**src/rtl/alu_issue_ctrl.sv**
```systemverilog
// alu_issue_ctrl: accepts one MIPS instruction with its rs/rt values, decodes it
// into an ALU func code and operands, drives the registered ALU, waits ALU_LAT
// edges, captures the result/zero flag and hands them downstream.
//
// Handshakes: a transfer happens on a rising edge where valid && ready are both
// high. The sender holds valid and payload until that edge. The receiver may
// raise or lower ready freely. in_ready is high only in IDLE. res_valid is high
// only in DONE, where all res_* stay stable until res_ready is seen.
module alu_issue_ctrl #(
  parameter int ALU_LAT = 1
) (
  input  logic        clk,
  input  logic        rst,
  input  logic        in_valid,
  output logic        in_ready,
  input  logic [31:0] in_instr,
  input  logic [31:0] in_rs_val,
  input  logic [31:0] in_rt_val,
  output logic [5:0]  alu_func,
  output logic [31:0] alu_a,
  output logic [31:0] alu_b,
  input  logic [31:0] alu_out,
  input  logic        alu_zero,
  output logic        res_valid,
  input  logic        res_ready,
  output logic [31:0] res_data,
  output logic        res_zero,
  output logic        res_is_br,
  output logic        res_illegal
);

  typedef enum logic [1:0] {IDLE = 2'd0, ISSUE = 2'd1, DONE = 2'd2} state_t;

  // Index of the ISSUE cycle whose closing edge samples the ALU result.
  localparam logic [2:0] LAST_WAIT = 3'(ALU_LAT - 1);

  state_t      state;
  state_t      state_nx;
  logic [2:0]  wait_cnt;

  logic        accept;
  logic        capture;

  logic        dec_legal;
  logic        dec_br;
  logic [5:0]  dec_func;
  logic [31:0] dec_b;

  // The rs register field is never needed: its value arrives on in_rs_val.
  logic        unused_rs_field;
  assign unused_rs_field = ^in_instr[25:21];

  assign in_ready  = (state == IDLE);
  assign res_valid = (state == DONE);
  assign accept    = in_valid && in_ready;
  assign capture   = (state == ISSUE) && (wait_cnt == LAST_WAIT);

  // Instruction decode: func code, second operand, branch and legality flags.
  always_comb begin
    dec_legal = 1'b0;
    dec_br    = 1'b0;
    dec_func  = 6'd0;
    dec_b     = 32'd0;
    if (in_instr[31:26] == 6'b000000) begin
      dec_func = in_instr[5:0];
      dec_b    = in_rt_val;
      case (in_instr[5:0])
        6'b000000, 6'b000010, 6'b000011, 6'b000100, 6'b000110,
        6'b011000, 6'b011010, 6'b100001, 6'b100010, 6'b100011,
        6'b100100, 6'b100101, 6'b100110, 6'b100111, 6'b101010: dec_legal = 1'b1;
        default: dec_legal = 1'b0;
      endcase
    end else begin
      case (in_instr[31:26])
        6'b000100: begin dec_legal = 1'b1; dec_br = 1'b1; dec_func = 6'b111000; dec_b = in_rt_val; end
        6'b000101: begin dec_legal = 1'b1; dec_br = 1'b1; dec_func = 6'b111001; dec_b = in_rt_val; end
        6'b000110: begin dec_legal = 1'b1; dec_br = 1'b1; dec_func = 6'b111010; end
        6'b000111: begin dec_legal = 1'b1; dec_br = 1'b1; dec_func = 6'b111011; end
        6'b000001: begin
          if (in_instr[20:16] == 5'b00001) begin
            dec_legal = 1'b1;
            dec_br    = 1'b1;
            dec_func  = 6'b111100;
          end
        end
        6'b001111: begin dec_legal = 1'b1; dec_func = 6'b111101; dec_b = {16'd0, in_instr[15:0]}; end
        6'b001001: begin dec_legal = 1'b1; dec_func = 6'b100001; dec_b = {{16{in_instr[15]}}, in_instr[15:0]}; end
        6'b001010: begin dec_legal = 1'b1; dec_func = 6'b101010; dec_b = {{16{in_instr[15]}}, in_instr[15:0]}; end
        6'b001100: begin dec_legal = 1'b1; dec_func = 6'b100100; dec_b = {16'd0, in_instr[15:0]}; end
        6'b001101: begin dec_legal = 1'b1; dec_func = 6'b100101; dec_b = {16'd0, in_instr[15:0]}; end
        6'b001110: begin dec_legal = 1'b1; dec_func = 6'b100110; dec_b = {16'd0, in_instr[15:0]}; end
        default: dec_legal = 1'b0;
      endcase
    end
  end

  // Next-state logic: illegal instructions skip the ALU and report at once.
  always_comb begin
    state_nx = state;
    case (state)
      IDLE:    if (accept) state_nx = dec_legal ? ISSUE : DONE;
      ISSUE:   if (capture) state_nx = DONE;
      DONE:    if (res_ready) state_nx = IDLE;
      default: state_nx = IDLE;
    endcase
  end

  // State, ALU drive registers, wait counter and captured result.
  always_ff @(posedge clk) begin
    if (rst) begin
      state       <= IDLE;
      wait_cnt    <= 3'd0;
      alu_func    <= 6'd0;
      alu_a       <= 32'd0;
      alu_b       <= 32'd0;
      res_data    <= 32'd0;
      res_zero    <= 1'b0;
      res_is_br   <= 1'b0;
      res_illegal <= 1'b0;
    end else begin
      state <= state_nx;
      if (accept) begin
        wait_cnt    <= 3'd0;
        res_data    <= 32'd0;
        res_zero    <= 1'b0;
        res_is_br   <= dec_br;
        res_illegal <= !dec_legal;
        if (dec_legal) begin
          alu_func <= dec_func;
          alu_a    <= in_rs_val;
          alu_b    <= dec_b;
        end
      end
      if (state == ISSUE) begin
        if (capture) begin
          res_data <= alu_out;
          res_zero <= alu_zero;
          wait_cnt <= 3'd0;
        end else begin
          wait_cnt <= wait_cnt + 3'd1;
        end
      end
    end
  end

endmodule
```
**config.mk**
```make
export PLATFORM = sky130hd
export DESIGN_NAME = alu_issue_ctrl
export DESIGN_NICKNAME = d
export VERILOG_FILES = /design/src/rtl/alu_issue_ctrl.sv
export SDC_FILE = /design/constraint.sdc
export NUM_CORES = 1
export LEC_CHECK = 0
export BUFFER_PORTS_ARGS = -buffer_cell sky130_fd_sc_hd__buf_4
export CAP_MARGIN = 0
export CORE_ASPECT_RATIO = 0.8
export CORE_MARGIN = 1.5
export CORE_UTILIZATION = 42
export CTS_CLUSTER_DIAMETER = 80
export CTS_CLUSTER_SIZE = 40
export DETAILED_ROUTE_END_ITERATION = 6
export PLACE_DENSITY = 0.83
export SYNTH_ARGS = -nofsm -noshare
export SYNTH_HDL_FRONTEND = slang
export SYNTH_SLANG_ARGS = --single-unit
```
**constraint.sdc**
```tcl
create_clock -name clk -period 2.3 [get_ports clk]
set_clock_uncertainty 0.15 [all_clocks]
set_input_delay 0.46 -clock clk [delete_from_list [all_inputs] [get_ports clk]]
set_output_delay 0.46 -clock clk [all_outputs]
set_load 0.005 [all_outputs]
```
# Yosys cells after proc, flatten, opt, wreduce, memory -nomap -nowiden
# Memory sizes are Yosys's and may differ from the RTL's.
# Cells that the tools add are included.
[totals] reg_bits=110 romBits=64 in_bits=133 output_inout_bits=107 wordCells=66 n_memories=1
[mem_list] name="(no name shown)" words=64 width=1 read_ports=1 rd_ports_with_merged_regs=0 wr=0 line_no="67" text="case (in_instr[5:0])"
[op_classes] addsub=1 n_eq_ne=17 n_mux=24 reduce_logical=14
[ops] cell="32-bit two-way mux" count=4
[ops] cell="32-bit one-hot mux with 3 select lines" count=1
[ops] cell="6-bit one-hot mux with 11 select lines" count=1
[ops] cell="6-bit by 4-bit equality test with 1-bit output, second input constant" count=6
[ops] cell="6-bit by 3-bit equality test with 1-bit output, second input constant" count=4
[ops] cell="6-bit two-way mux" count=2
[ops] cell="10-bit OR reduction" count=1
[ops] cell="3-bit two-way mux" count=3
[ops] cell="2-bit two-way mux" count=4
[ops] cell="4-bit OR reduction" count=2
[ops] cell="6-bit by 1-bit equality test with 1-bit output, second input constant" count=1
[ops] cell="6-bit logical NOT" count=1
[ops] cell="1-bit two-way mux" count=6
[ops] cell="2-bit one-hot mux with 3 select lines" count=1
[ops] cell="5-bit by 1-bit equality test with 1-bit output, second input constant" count=1
[ops] cell="2-bit by 1-bit inequality test with 1-bit output, second input constant" count=2
[ops] cell="1-bit one-hot mux with 2 select lines" count=2
[ops] cell="2-bit OR reduction" count=2
[ops] cell="3-bit by 1-bit adder with 3-bit output, second input constant" count=1
[ops] cell="3-bit logical NOT" count=1
[ops] cell="3-bit AND reduction" count=1
[ops] cell="2-bit by 1-bit equality test with 1-bit output, second input constant" count=1
[ops] cell="2-bit equality test, second input constant" count=1
[ops] cell="1-bit logical AND" count=2
[ops] cell="5 further kinds" count=5

# Logic depth before layout (Yosys ltp)
[depth] depth_word=7 depth_mapped=8 mapped_depth_nobuf=7

# Least setup slack after synthesis
# Ideal clock, no wire load.
[synth_timing] path_kind="input -> register" startpoint="in in_instr[31]" endpoint="reg alu_b[29]" setup_time_ns=0.121 arrival_ns=2.032 path_slack_ns=-0.003 cell_stages=7 n_path_buf=2 path_cell_list="or4_4 nor3_2 o31a_2 a211o_2 buf_6 buf_12 mux2_4"
[synth_between] elab_chain_len=5 elab_cells_between_ends=21 classes_between="eq/ne (11); mux (4); reduce/logical (6)"
[synth_lines] item="start, declared" line_no="16" text="input logic [31:0] in_instr,"
[synth_lines] item="6-bit by 4-bit equality test with 1-bit output / 6-bit by 3-bit equality test with 1-bit output (equally long branches)" line_no="74" text="case (in_instr[31:26])"
[synth_lines] item="10-bit OR reduction (no line)"
[synth_lines] item="1-bit one-hot mux with 2 select lines" line_no="74"
[synth_lines] item="1-bit two-way mux" line_no="64" text="if (in_instr[31:26] == 6'b000000) begin"
[synth_lines] item="2-bit AND reduction (no line)"
[synth_lines] item="end signal, assigned" line_no="115" text="alu_b <= 32'd0;"
[synth_lines] item="end signal, assigned" line_no="131" text="alu_b <= dec_b;"
[synth_lines] item="end, declared" line_no="21" text="output logic [31:0] alu_b,"
# Several ways; a longest one is shown, not always the timed one.
# A chain may end at the register's enable or synchronous reset.

# Worst setup path in the final report
[layout_timing] startpoint="in in_instr[17]" endpoint="reg alu_a[4]"
[layout_between] elab_chain_len=5
[layout_lines] item="5-bit by 1-bit equality test with 1-bit output" line_no="80" text="if (in_instr[20:16] == 5'b00001) begin"
[layout_lines] item="1-bit two-way mux" line_no="80"
[layout_lines] item="1-bit one-hot mux with 2 select lines" line_no="74"
[layout_lines] item="1-bit two-way mux" line_no="64"
[layout_lines] item="2-bit AND reduction (no line)"
[layout_lines] item="end signal, assigned" line_no="130" text="alu_a <= in_rs_val;"
[layout_lines] item="end, declared" line_no="20" text="output logic [31:0] alu_a,"
# No other way between the ends.

==> results by group <==
Clock tree
  • H-Tree Level Count: 3
  • Clock root buffer: clkbuf_16
  • Hold_buf cts: 0
  • Clk_lat worst skew: 0.34 ns
  • Reg clk slew, reported paths: 0.08 ns
  • Clock Sinks: 110
  • Setup repair bufs after CTS: 0
  • Clock buffer depth: 2
  • TritonCTS buffer count: 9
  • CTS tree: done

Global route
  • Initial antenna violation count: 0
  • Total Routing Usage GR: 20.5%
  • Largest net degree at the start of global routing: 66
  • GRT Residual Overflow: 0
  • Vias in the first global route: 4601
  • Global-route wire length before repair: 21200 um

STA
  • Slew @ Worst Pin: 0.722 ns
  • WHS: 0.213 ns
  • Finish-stage setup viols: 0
  • Fin crit share: 91.9%
  • Max Slew Vio Count: 0
  • RSZ-0062 raised after global routing: false
  • Hold Violations, Final: 0
  • Min Tclk post-route: 2.11 ns
  • Fmax achieved: 0.473 GHz
  • Slew headroom: 51.7%

Power and ir drop
  • Sequential power share: 48.1%
  • Power Internal: 3080 uW
  • Peak VDD IR: 0.347 mV
  • Leakage: 0.00327 uW
  • Clock power share: 39.2%
  • Sw Pwr: 971 uW
  • Combinational fraction of design power: 12.7%
  • Pwr Density: 551 mW/mm^2
  • Switching part of the total: 24.0%

Yosys
  • Syn. warnings: 0
  • Mapped Area: 0.00507 sq mm
  • Asr flop ratio synth: 0%
  • EDFF count, synth: 0
  • Sequential area share after synthesis: 43.4%
  • Syn Inst Count: 551
  • Post-synth cell types: 45
  • #FFs+latches synth: 110
  • Synthesized area per cell: 9.21 sq um
  • Synth Net Count: 686
  • Primary FF master, synth: dfxtp_1

Place
  • Count of input and output buffers: 234
  • Final HPWL from detailed placement: 10000 um
  • Cell Count Post-Placement: 915
  • Gp weighted congestion: 0.851

Worst hold path
  • Worst hold-check path type: in2reg

Routing
  • Drt wl/cell: 14.4 um
  • Drt first pass iters: 6
  • Via count: 4704
  • Detailed-route DRC error count: 17
  • Initial DRC count: 173
  • Drt total wl: 13400 um
  • Post-route ant nets: 0
  • Vias/cell: 5.05

Cells and area
  • Final Non-Filler Cells: 931
  • Utilization after layout: 63.2%
  • Area grow syn2layout: 45.0%
  • Share of cells above drive strength 1: 40.1%
  • Sequential cell area: 0.00220 sq mm
  • Layout fillers: 968
  • Antenna cells: 0
  • Area of the multi-input gates: 0.00268 sq mm
  • # nets final: 913

Critical path
  • CP Capture Type: flip-flop
  • Worst path required time: 2.42 ns
  • Reg2reg setup slack: 0.26 ns
  • Critical path launch point type: input pin
  • Worst path arrival time: 2.23 ns
  • CP Class: in2reg
  • Maximum fanout along the worst path: 33

Floorplanning
  • Ports: 240
  • Die area: 0.0128 sq mm
  • Row Count: 35
  • Core area: 0.0116 sq mm
  • Die height: 101 um
  • Die Wd: 126 um
  • Starting Density: 43.6%

Outcome
  • Outcome: finished with violations
  • Violations in the final reports: DRC

Run
  • Max_cap viols: 0
-- cell type report --
class / count / share of cell area (%)
Multi-Input combinational cell: 395 / 36.4
Inverter: 4 / 0.204
Tap cell: 148 / 2.52
Timing Repair Buffer: 258 / 26.8
Clock inverter: 7 / 1.07
Clock buffer: 9 / 3.06
Sequential cell: 110 / 29.9
-- placed cells by master (no fill, tap or decap), types with 2 or more instances in the layout --
cell type,n
nor2_1,77
nand3_1,2
o21ai_0,6
nand2_1,16
a211oi_1,3
a31oi_1,2
dfxtp_1,110
nor2b_1,36
inv_1,4
a21oi_1,21
nor3_1,3
buf_12,3
nor3b_1,2
nand2b_1,75
buf_4,255
ha_1,2
o21bai_1,3
inv_6,2
mux2_2,29
mux2_4,3
nor4_1,2
mux2i_1,38
clkbuf_16,9
clkinvlp_4,2
a22oi_1,50
and2_1,4
-- registers in the layout, indices dropped and copies added (netlist names) --
register,count
res_is_br,1
alu_a,32
res_zero,1
alu_b,32
res_data,32
state,2
res_illegal,1
alu_func,6
wait_cnt,3
-- power by group through the flow --
stage	combinational (uW)	sequential, uW	clock (uW)
2_1_floorplan	227	1990	0
3_3_place_gp	502	1990	0
3_5_place_dp	514	1990	0
4_1_cts	517	1950	1640
5_1_grt	559	1950	1730
6_report	515	1950	1590
-- synth_stat cells, types with 6 or more instances --
library cell / n / area share, %
clkbuf_1: 29 / 2.1
nor2_1: 78 / 5.8
o21ai_0: 6 / 0.59
buf_2: 6 / 0.59
nand2b_1: 75 / 9.2
a22oi_1: 50 / 7.4
nor2b_1: 36 / 4.4
a21oi_1: 22 / 2.2
mux2i_1: 38 / 7.5
nand2_1: 16 / 1.2
mux2_2: 29 / 6.4
dfxtp_1: 110 / 43
-- worst paths after layout --
path	from	end	cells after the start
max	in_instr[17]	alu_a[4]	9
min	alu_out[6]	res_data[6]	3
max reg2reg	state[0]	alu_b[29]	6
min reg2reg	res_is_br	res_is_br	2
-- critical path, cell delays in order --
cell	delay (ns)
buf_4	0.11
nor3b_1	0.33
buf_4	0.18
nand2_1	0.05
a22o_1	0.20
buf_4	0.15
a211oi_4	0.21
buf_12	0.27
mux2i_1	0.23
-- cells by family after synthesis --
| logic type | count (synthesis) | synth area share, % |
|---|---|---|
| mux | 70 | 14.8 |
| compound gates | 97 | 13.4 |
| buf+inv | 46 | 4.32 |
| xor+xnor | 2 | 0.345 |
| fa+ha+maj | 2 | 0.493 |
| flops | 110 | 43.4 |
| simple gates | 224 | 23.2 |
-- per-stage QoR --
step                cell area, sq um  setup WS [ns]  TNS, ns  total power (uW)
floorplan                       5080        0.00653        0              2220
global placement                7050        -0.0718    -3.70              2490
detailed placement              7050         -0.145    -6.26              2510
CTS                             7360          0.210        0              4110
global route                    7360          0.122        0              4250
finish                          7360          0.187        0              4050
-- metal layers --
metal | up-vias | track usage [%] | share of wire [%]
met5 | - | 0 | 0
met4 | 0 | 7.52 | 1.7
met3 | 18 | 6.92 | 8.7
met2 | 168 | 35.5 | 48
met1 | 2181 | 23.8 | 42
li1 | 2337 | - | -
-- what timing repair did --
item | CTS | global route
resized for setup | 1 | 0
setup endpoints to repair | 10 | 0
hold endpoints to repair | 0 | 0
Note: power is estimated with default switching activity, not from simulation.
